--- config.mk ---
export PLATFORM = sky130hd
export DESIGN_NAME = wb_regfile
export DESIGN_NICKNAME = d
export VERILOG_FILES = /design/src/rtl/rv_wb_pkg.sv /design/src/rtl/wb_regfile_load_ext.sv /design/src/rtl/wb_regfile.sv
export SDC_FILE = /design/constraint.sdc
export NUM_CORES = 2
export LEC_CHECK = 0
export CORE_MARGIN = 4
export CORE_UTILIZATION = 58
export DETAILED_ROUTE_END_ITERATION = 6
export HOLD_SLACK_MARGIN = 0.06
export PLACE_DENSITY_LB_ADDON = 0.08
export SLEW_MARGIN = 0
export SYNTH_ARGS = -nofsm -noshare
export SYNTH_HDL_FRONTEND = slang
export SYNTH_HIERARCHICAL = 1
export SYNTH_SLANG_ARGS = --single-unit
--- constraint.sdc ---
create_clock -name clk -period 3.9 [get_ports clk]
set_input_delay 0.78 -clock clk [delete_from_list [all_inputs] [get_ports clk]]
set_output_delay 0.78 -clock clk [all_outputs]
set_load 0.03 [all_outputs]
--- src/rtl/rv_wb_pkg.sv ---
// Shared write-back encodings: result-source selects, load funct3 codes and
// default datapath widths used by the register-file slice.
package rv_wb_pkg;

   localparam int XLEN_DEFAULT = 32;
   localparam int AW_DEFAULT   = 5;
   localparam int NREG_DEFAULT = 32;

   // Result source select carried in the MEM/WB control fields
   localparam logic [2:0] WB_SEL_ALU   = 3'b000;
   localparam logic [2:0] WB_SEL_LOAD  = 3'b001;
   localparam logic [2:0] WB_SEL_PC4   = 3'b010;
   localparam logic [2:0] WB_SEL_IMM   = 3'b011;
   localparam logic [2:0] WB_SEL_PCIMM = 3'b100;

   // Load funct3 codes
   localparam logic [2:0] LD_LB  = 3'b000;
   localparam logic [2:0] LD_LH  = 3'b001;
   localparam logic [2:0] LD_LW  = 3'b010;
   localparam logic [2:0] LD_LBU = 3'b100;
   localparam logic [2:0] LD_LHU = 3'b101;

endpackage

--- src/rtl/wb_regfile_load_ext.sv ---
// Combinational load formatter: picks the byte or halfword addressed by the
// low address bits out of the aligned memory word and sign/zero extends it.
module load_ext
   import rv_wb_pkg::*;
#(
   parameter int XLEN = XLEN_DEFAULT
) (
   input  logic [XLEN-1:0] i_word,
   input  logic [1:0]      i_off,
   input  logic [2:0]      i_funct3,
   output logic [XLEN-1:0] o_data
);

   logic [7:0]  w_byte;
   logic [15:0] w_half;

   // Lane extraction; a misaligned halfword only looks at off[1], no trap here
   always_comb begin
      w_byte = i_word[7:0];
      case (i_off)
         2'd1:    w_byte = i_word[15:8];
         2'd2:    w_byte = i_word[23:16];
         2'd3:    w_byte = i_word[31:24];
         default: w_byte = i_word[7:0];
      endcase
      w_half = i_off[1] ? i_word[31:16] : i_word[15:0];
   end

   // Width and sign handling by funct3; unknown codes yield zero
   always_comb begin
      o_data = '0;
      case (i_funct3)
         LD_LB:   o_data = {{(XLEN-8){w_byte[7]}}, w_byte};
         LD_LBU:  o_data = {{(XLEN-8){1'b0}}, w_byte};
         LD_LH:   o_data = {{(XLEN-16){w_half[15]}}, w_half};
         LD_LHU:  o_data = {{(XLEN-16){1'b0}}, w_half};
         LD_LW:   o_data = i_word;
         default: o_data = '0;
      endcase
   end

endmodule

--- src/rtl/wb_regfile.sv ---
// Write-back stage and integer register file: selects the architectural
// result, writes it into the 32-entry file and serves the two decode read
// ports with same-cycle write-to-read bypass.
module wb_regfile
   import rv_wb_pkg::*;
#(
   parameter int XLEN = XLEN_DEFAULT,
   parameter int NREG = NREG_DEFAULT,
   parameter int AW   = AW_DEFAULT
) (
   input  logic            clk,
   input  logic            rst_n,
   input  logic            i_RegWrite,
   input  logic [2:0]      i_wb_sel,
   input  logic [2:0]      i_ld_funct3,
   input  logic [XLEN-1:0] i_pc4,
   input  logic [XLEN-1:0] i_imme,
   input  logic [XLEN-1:0] i_pc_imm,
   input  logic [XLEN-1:0] i_aluout,
   input  logic [XLEN-1:0] i_readdata,
   input  logic [AW-1:0]   i_Rd,
   input  logic [AW-1:0]   i_Rs1,
   input  logic [AW-1:0]   i_Rs2,
   output logic [XLEN-1:0] o_rdata1,
   output logic [XLEN-1:0] o_rdata2,
   output logic [XLEN-1:0] o_wb_data
);

   logic [XLEN-1:0] r_regs [NREG];
   logic [XLEN-1:0] w_load;
   logic            w_wr_en;
   logic            w_byp1;
   logic            w_byp2;

   load_ext #(.XLEN(XLEN)) u_load_ext (
      .i_word   (i_readdata),
      .i_off    (i_aluout[1:0]),
      .i_funct3 (i_ld_funct3),
      .o_data   (w_load)
   );

   // Result source mux; reserved select codes produce zero
   always_comb begin
      o_wb_data = '0;
      case (i_wb_sel)
         WB_SEL_ALU:   o_wb_data = i_aluout;
         WB_SEL_LOAD:  o_wb_data = w_load;
         WB_SEL_PC4:   o_wb_data = i_pc4;
         WB_SEL_IMM:   o_wb_data = i_imme;
         WB_SEL_PCIMM: o_wb_data = i_pc_imm;
         default:      o_wb_data = '0;
      endcase
   end

   // A write to x0 is never a real write, so it neither updates nor bypasses
   assign w_wr_en = i_RegWrite && (i_Rd != '0) && rst_n;
   assign w_byp1  = w_wr_en && (i_Rd == i_Rs1);
   assign w_byp2  = w_wr_en && (i_Rd == i_Rs2);

   // Storage: reset clears every entry so no X can ever be read back
   always_ff @(posedge clk or negedge rst_n) begin
      if (!rst_n) begin
         for (int i = 0; i < NREG; i++) begin
            r_regs[i] <= '0;
         end
      end else if (w_wr_en) begin
         r_regs[i_Rd] <= o_wb_data;
      end
   end

   // Read ports: x0 hard-wired to zero, then bypass, then stored value
   always_comb begin
      o_rdata1 = r_regs[i_Rs1];
      o_rdata2 = r_regs[i_Rs2];
      if (i_Rs1 == '0) begin
         o_rdata1 = '0;
      end else if (w_byp1) begin
         o_rdata1 = o_wb_data;
      end
      if (i_Rs2 == '0) begin
         o_rdata2 = '0;
      end else if (w_byp2) begin
         o_rdata2 = o_wb_data;
      end
   end

endmodule

==> flow_summary.json <==
{
  "yosysSeqAreaShare_pct": 46.3,
  "worstMarginPinSlew_ns": 1.09,
  "rsz0062_at_grt": "yes",
  "fp.dieH_microns": 317,
  "synth_edf_count": 0,
  "grtUsageTotal_pct": 40.0,
  "reg2reg_slack_ns": 3.14,
  "reg2reg_from": "r_regs[120]",
  "drt_iter0_markers": 6258,
  "cts-root-buf": "clkbuf_16",
  "postSynthAreaPerCell_sq_um": 10.6,
  "syn2layout_area_growth_pct": 19.5,
  "syn_area_sq_um": 55400,
  "wl_per_cell_microns": 29.1,
  "cts_tree": "done",
  "fp.dieW_microns": 317,
  "nNetsFinal": 5689,
  "maxCapViolCount": 0,
  "htreeDepth": 3,
  "grt_pass1_vias": 45800,
  "slew_violations": 0,
  "wirelength_microns": 200000,
  "largest_register_ffs": 1024,
  "clock_sinks": 1024,
  "reg_top3": "r_regs (1024)",
  "hold_viol": 0,
  "synth_xor_area_share_pct": 0.158,
  "synth_fa_ha_area_share_pct": 0,
  "cp_slowest_stage_delay_ns": 0.58,
  "path_cells": "buf_8 > buf_12 > buf_16 > mux4_2 > mux4_2 > a22oi_1 > buf_4 > a21oi_1 > buf_4",
  "viasPerCell": 6.79,
  "crit_fanout": 21,
  "design_area_sq_um": 66200,
  "antenna_found_initial": 8,
  "rr_worst_depth": 2,
  "clk_path_buf_depth": 3,
  "hold_buffers": 0,
  "top_register": "r_regs",
  "timing.critical_path.from_type": "input pin",
  "skew_ns": 0,
  "arrival_ns": 3.12,
  "timing.final.crit_share_pct": 99.9,
  "initial_core_util_pct": 58.4,
  "setup_violations": 0,
  "synth-simple-area-share_pct": 9.24,
  "p_leak_nw": 28.7,
  "insertion_delay_ns": 0.68,
  "first_pass_iters": 7,
  "synth_compound_area_share_pct": 16.3,
  "dpl_cell_area_sq_um": 62200,
  "synthCells": 5227,
  "synthArstFlopShare_pct": 100,
  "ys_types": 57,
  "relSlewSlack_pct": 27.4,
  "drive_above_1_share_pct": 24.3,
  "hold_path.class": "in2async",
  "grt_pass1_wl_microns": 297000,
  "io_buffers": 279,
  "crit_path_end_kind": "output port",
  "antenna_left": 0,
  "fillerInstances": 7015,
  "design.die.area_sq_um": 100000,
  "num_rows": 113,
  "grt_max_degree": 164,
  "numCtsBuffers": 107,
  "coreArea_sq_um": 94900,
  "synth_top_family_by_area": "multiplexers",
  "synth_fp_nets": 5411,
  "route.detailed.drc": 12,
  "fin_crit_ns": 3.90,
  "critical-path-slowest-cell": "mux4_2",
  "violations": "design-rule violations",
  "power_density_nw_per_um2": 480,
  "grt_overflow": 0,
  "ir_worst_vdd_mv": 0.496,
  "r2r_end": "r_regs[120]",
  "vias": 46600,
  "ys_seq_elements": 1024,
  "dpl.hpwl_microns": 128000,
  "crit_type": "in2out",
  "pin_count": 280,
  "synth_mux_area_share_pct": 23.3,
  "run_status": "finished with violations",
  "crit_required_ns": 3.12,
  "gp_congestion": 0.953,
  "path_clk_slew_ns": 0.06,
  "fmax_mhz": 257,
  "yosys_most_used_dff": "dfrtp_1",
  "ys_warn_count": 6,
  "total_power_mw": 31.8
}
## cells in the mapped netlist (all sizes together), types with 2 or more instances
| cell type | n | share of area [%] |
|---|---|---|
| buf | 136 | 1.5 |
| dfrtp | 1024 | 46 |
| xnor2 | 5 | 0.079 |
| nor3b | 3 | 0.050 |
| nor2b | 16 | 0.18 |
| o22ai | 79 | 0.89 |
| xor2 | 5 | 0.079 |
| and3 | 2 | 0.023 |
| clkbuf | 445 | 3.0 |
| nand3b | 2 | 0.027 |
| inv | 35 | 0.24 |
| a211oi | 21 | 0.28 |
| or4bb | 7 | 0.14 |
| nor2 | 783 | 5.3 |
| nand3 | 60 | 0.54 |
| o21ai | 336 | 3.0 |
| nand2b | 5 | 0.061 |
| nand2 | 402 | 2.7 |
| o221ai | 7 | 0.19 |
| nor4b | 3 | 0.047 |
| a22oi | 285 | 3.9 |
| a222oi | 7 | 0.13 |
| or2 | 3 | 0.034 |
| o22a | 31 | 0.49 |
| mux2 | 96 | 2.0 |
| a21oi | 762 | 6.9 |
| mux4 | 445 | 18 |
| o211ai | 27 | 0.37 |
| mux2i | 178 | 3.2 |
| a221oi | 2 | 0.032 |
| and2 | 2 | 0.023 |
## through the flow
step	setup TNS, ns	std cells	worst slack [ns]	hold slack [ns]	util, %
2_1_floorplan	0	5227	0.0489	0.441	-
3_3_place_gp	-25.25	6649	-0.547	0.376	65.5
3_5_place_dp	-26.04	6649	-0.562	0.383	65.5
4_1_cts	0	6852	0.0000457	0.276	69.5
5_1_grt	-0.213	6864	-0.0374	0.265	69.7
6_report	0	6864	0.00362	0.226	69.7
## layout make-up
cell class | count | area, sq um | area share [%]
antenna | 4 | 10.0 | 0.0151
clock buffer | 156 | 3150 | 4.77
clock inverter | 43 | 497 | 0.751
inverter | 36 | 140 | 0.212
multi-input combinational | 3586 | 27600 | 41.7
sequential | 1024 | 25600 | 38.7
tap | 1265 | 1580 | 2.39
timing repair buffer | 750 | 7540 | 11.4
## routing by layer
| metal | track usage (%) | vias up | share of wire, % |
|---|---|---|---|
| li1 | - | 19700 | - |
| met1 | 57.0 | 23600 | 39 |
| met2 | 59.2 | 2795 | 45 |
| met3 | 9.77 | 506 | 12 |
| met4 | 17.5 | 6 | 4.8 |
| met5 | 0 | - | 0.019 |
## placed cells by master (no fill, tap or decap), drive strengths merged, types with 7 or more instances in the layout
cell type      instances
mux2i                178
buf                  568
o211ai                27
clkbuf               163
dfrtp               1024
clkdlybuf4s50        156
clkinv                21
o221ai                 7
o22a                  31
o22ai                 79
mux2                  96
a22oi                285
a222oi                 7
o21ai                336
or4bb                  7
nand3                 60
a21oi                762
inv                   40
nor2b                 16
a211oi                21
nor2                 783
clkinvlp               9
nand2                402
mux4                 445
bufinv                 9
dlygate4sd2           13
## cells by family (layout without fill, tap and decap cells)
| family | count (synthesis) | in the layout |
|---|---|---|
| AO/OA/AOI/OAI | 1563 | 1563 |
| XOR/XNOR | 10 | 10 |
| buffers and inverters | 617 | 985 |
| flip-flops | 1024 | 1024 |
| multiplexers | 719 | 719 |
| other | 0 | 4 |
| AND/OR/NAND/NOR | 1294 | 1294 |
## worst max-delay path: cells and delay by family
family,cells,cell delay [ns]
multiplexers,2,1.07
buffers and inverters,5,0.90
AO/OA/AOI/OAI,2,0.31
## worst max-delay path by stage
| stage | endpoint | startpoint | cells after the start |
|---|---|---|---|
| 3_5_place_dp | o_rdata1[30] | i_aluout[0] | 11 |
| 4_1_cts | o_rdata2[17] | i_Rs2[0] | 9 |
| 3_3_place_gp | o_rdata1[30] | i_aluout[0] | 11 |
| 6_report | o_rdata2[22] | i_Rs2[0] | 9 |
| 5_1_grt | o_rdata2[31] | i_Rs2[0] | 9 |
| 2_1_floorplan | o_rdata1[30] | i_aluout[1] | 10 |
## power breakdown
part | internal (mW) | total [mW] | switching (mW)
Clock | 6.20 | 10.7 | 4.46
Sequential | 12.3 | 13.6 | 1.31
Combinational | 3.65 | 7.48 | 3.83
## repair_timing
| action | in CTS | in global routing |
|---|---|---|
| pin swaps | 6 | 12 |
| resized for setup | 63 | 51 |
| gates cloned | 0 | 1 |
| setup buffers | 4 | 8 |
| setup endpoints to repair | 95 | 49 |
No activity file was read; power rests on OpenSTA's default activity.
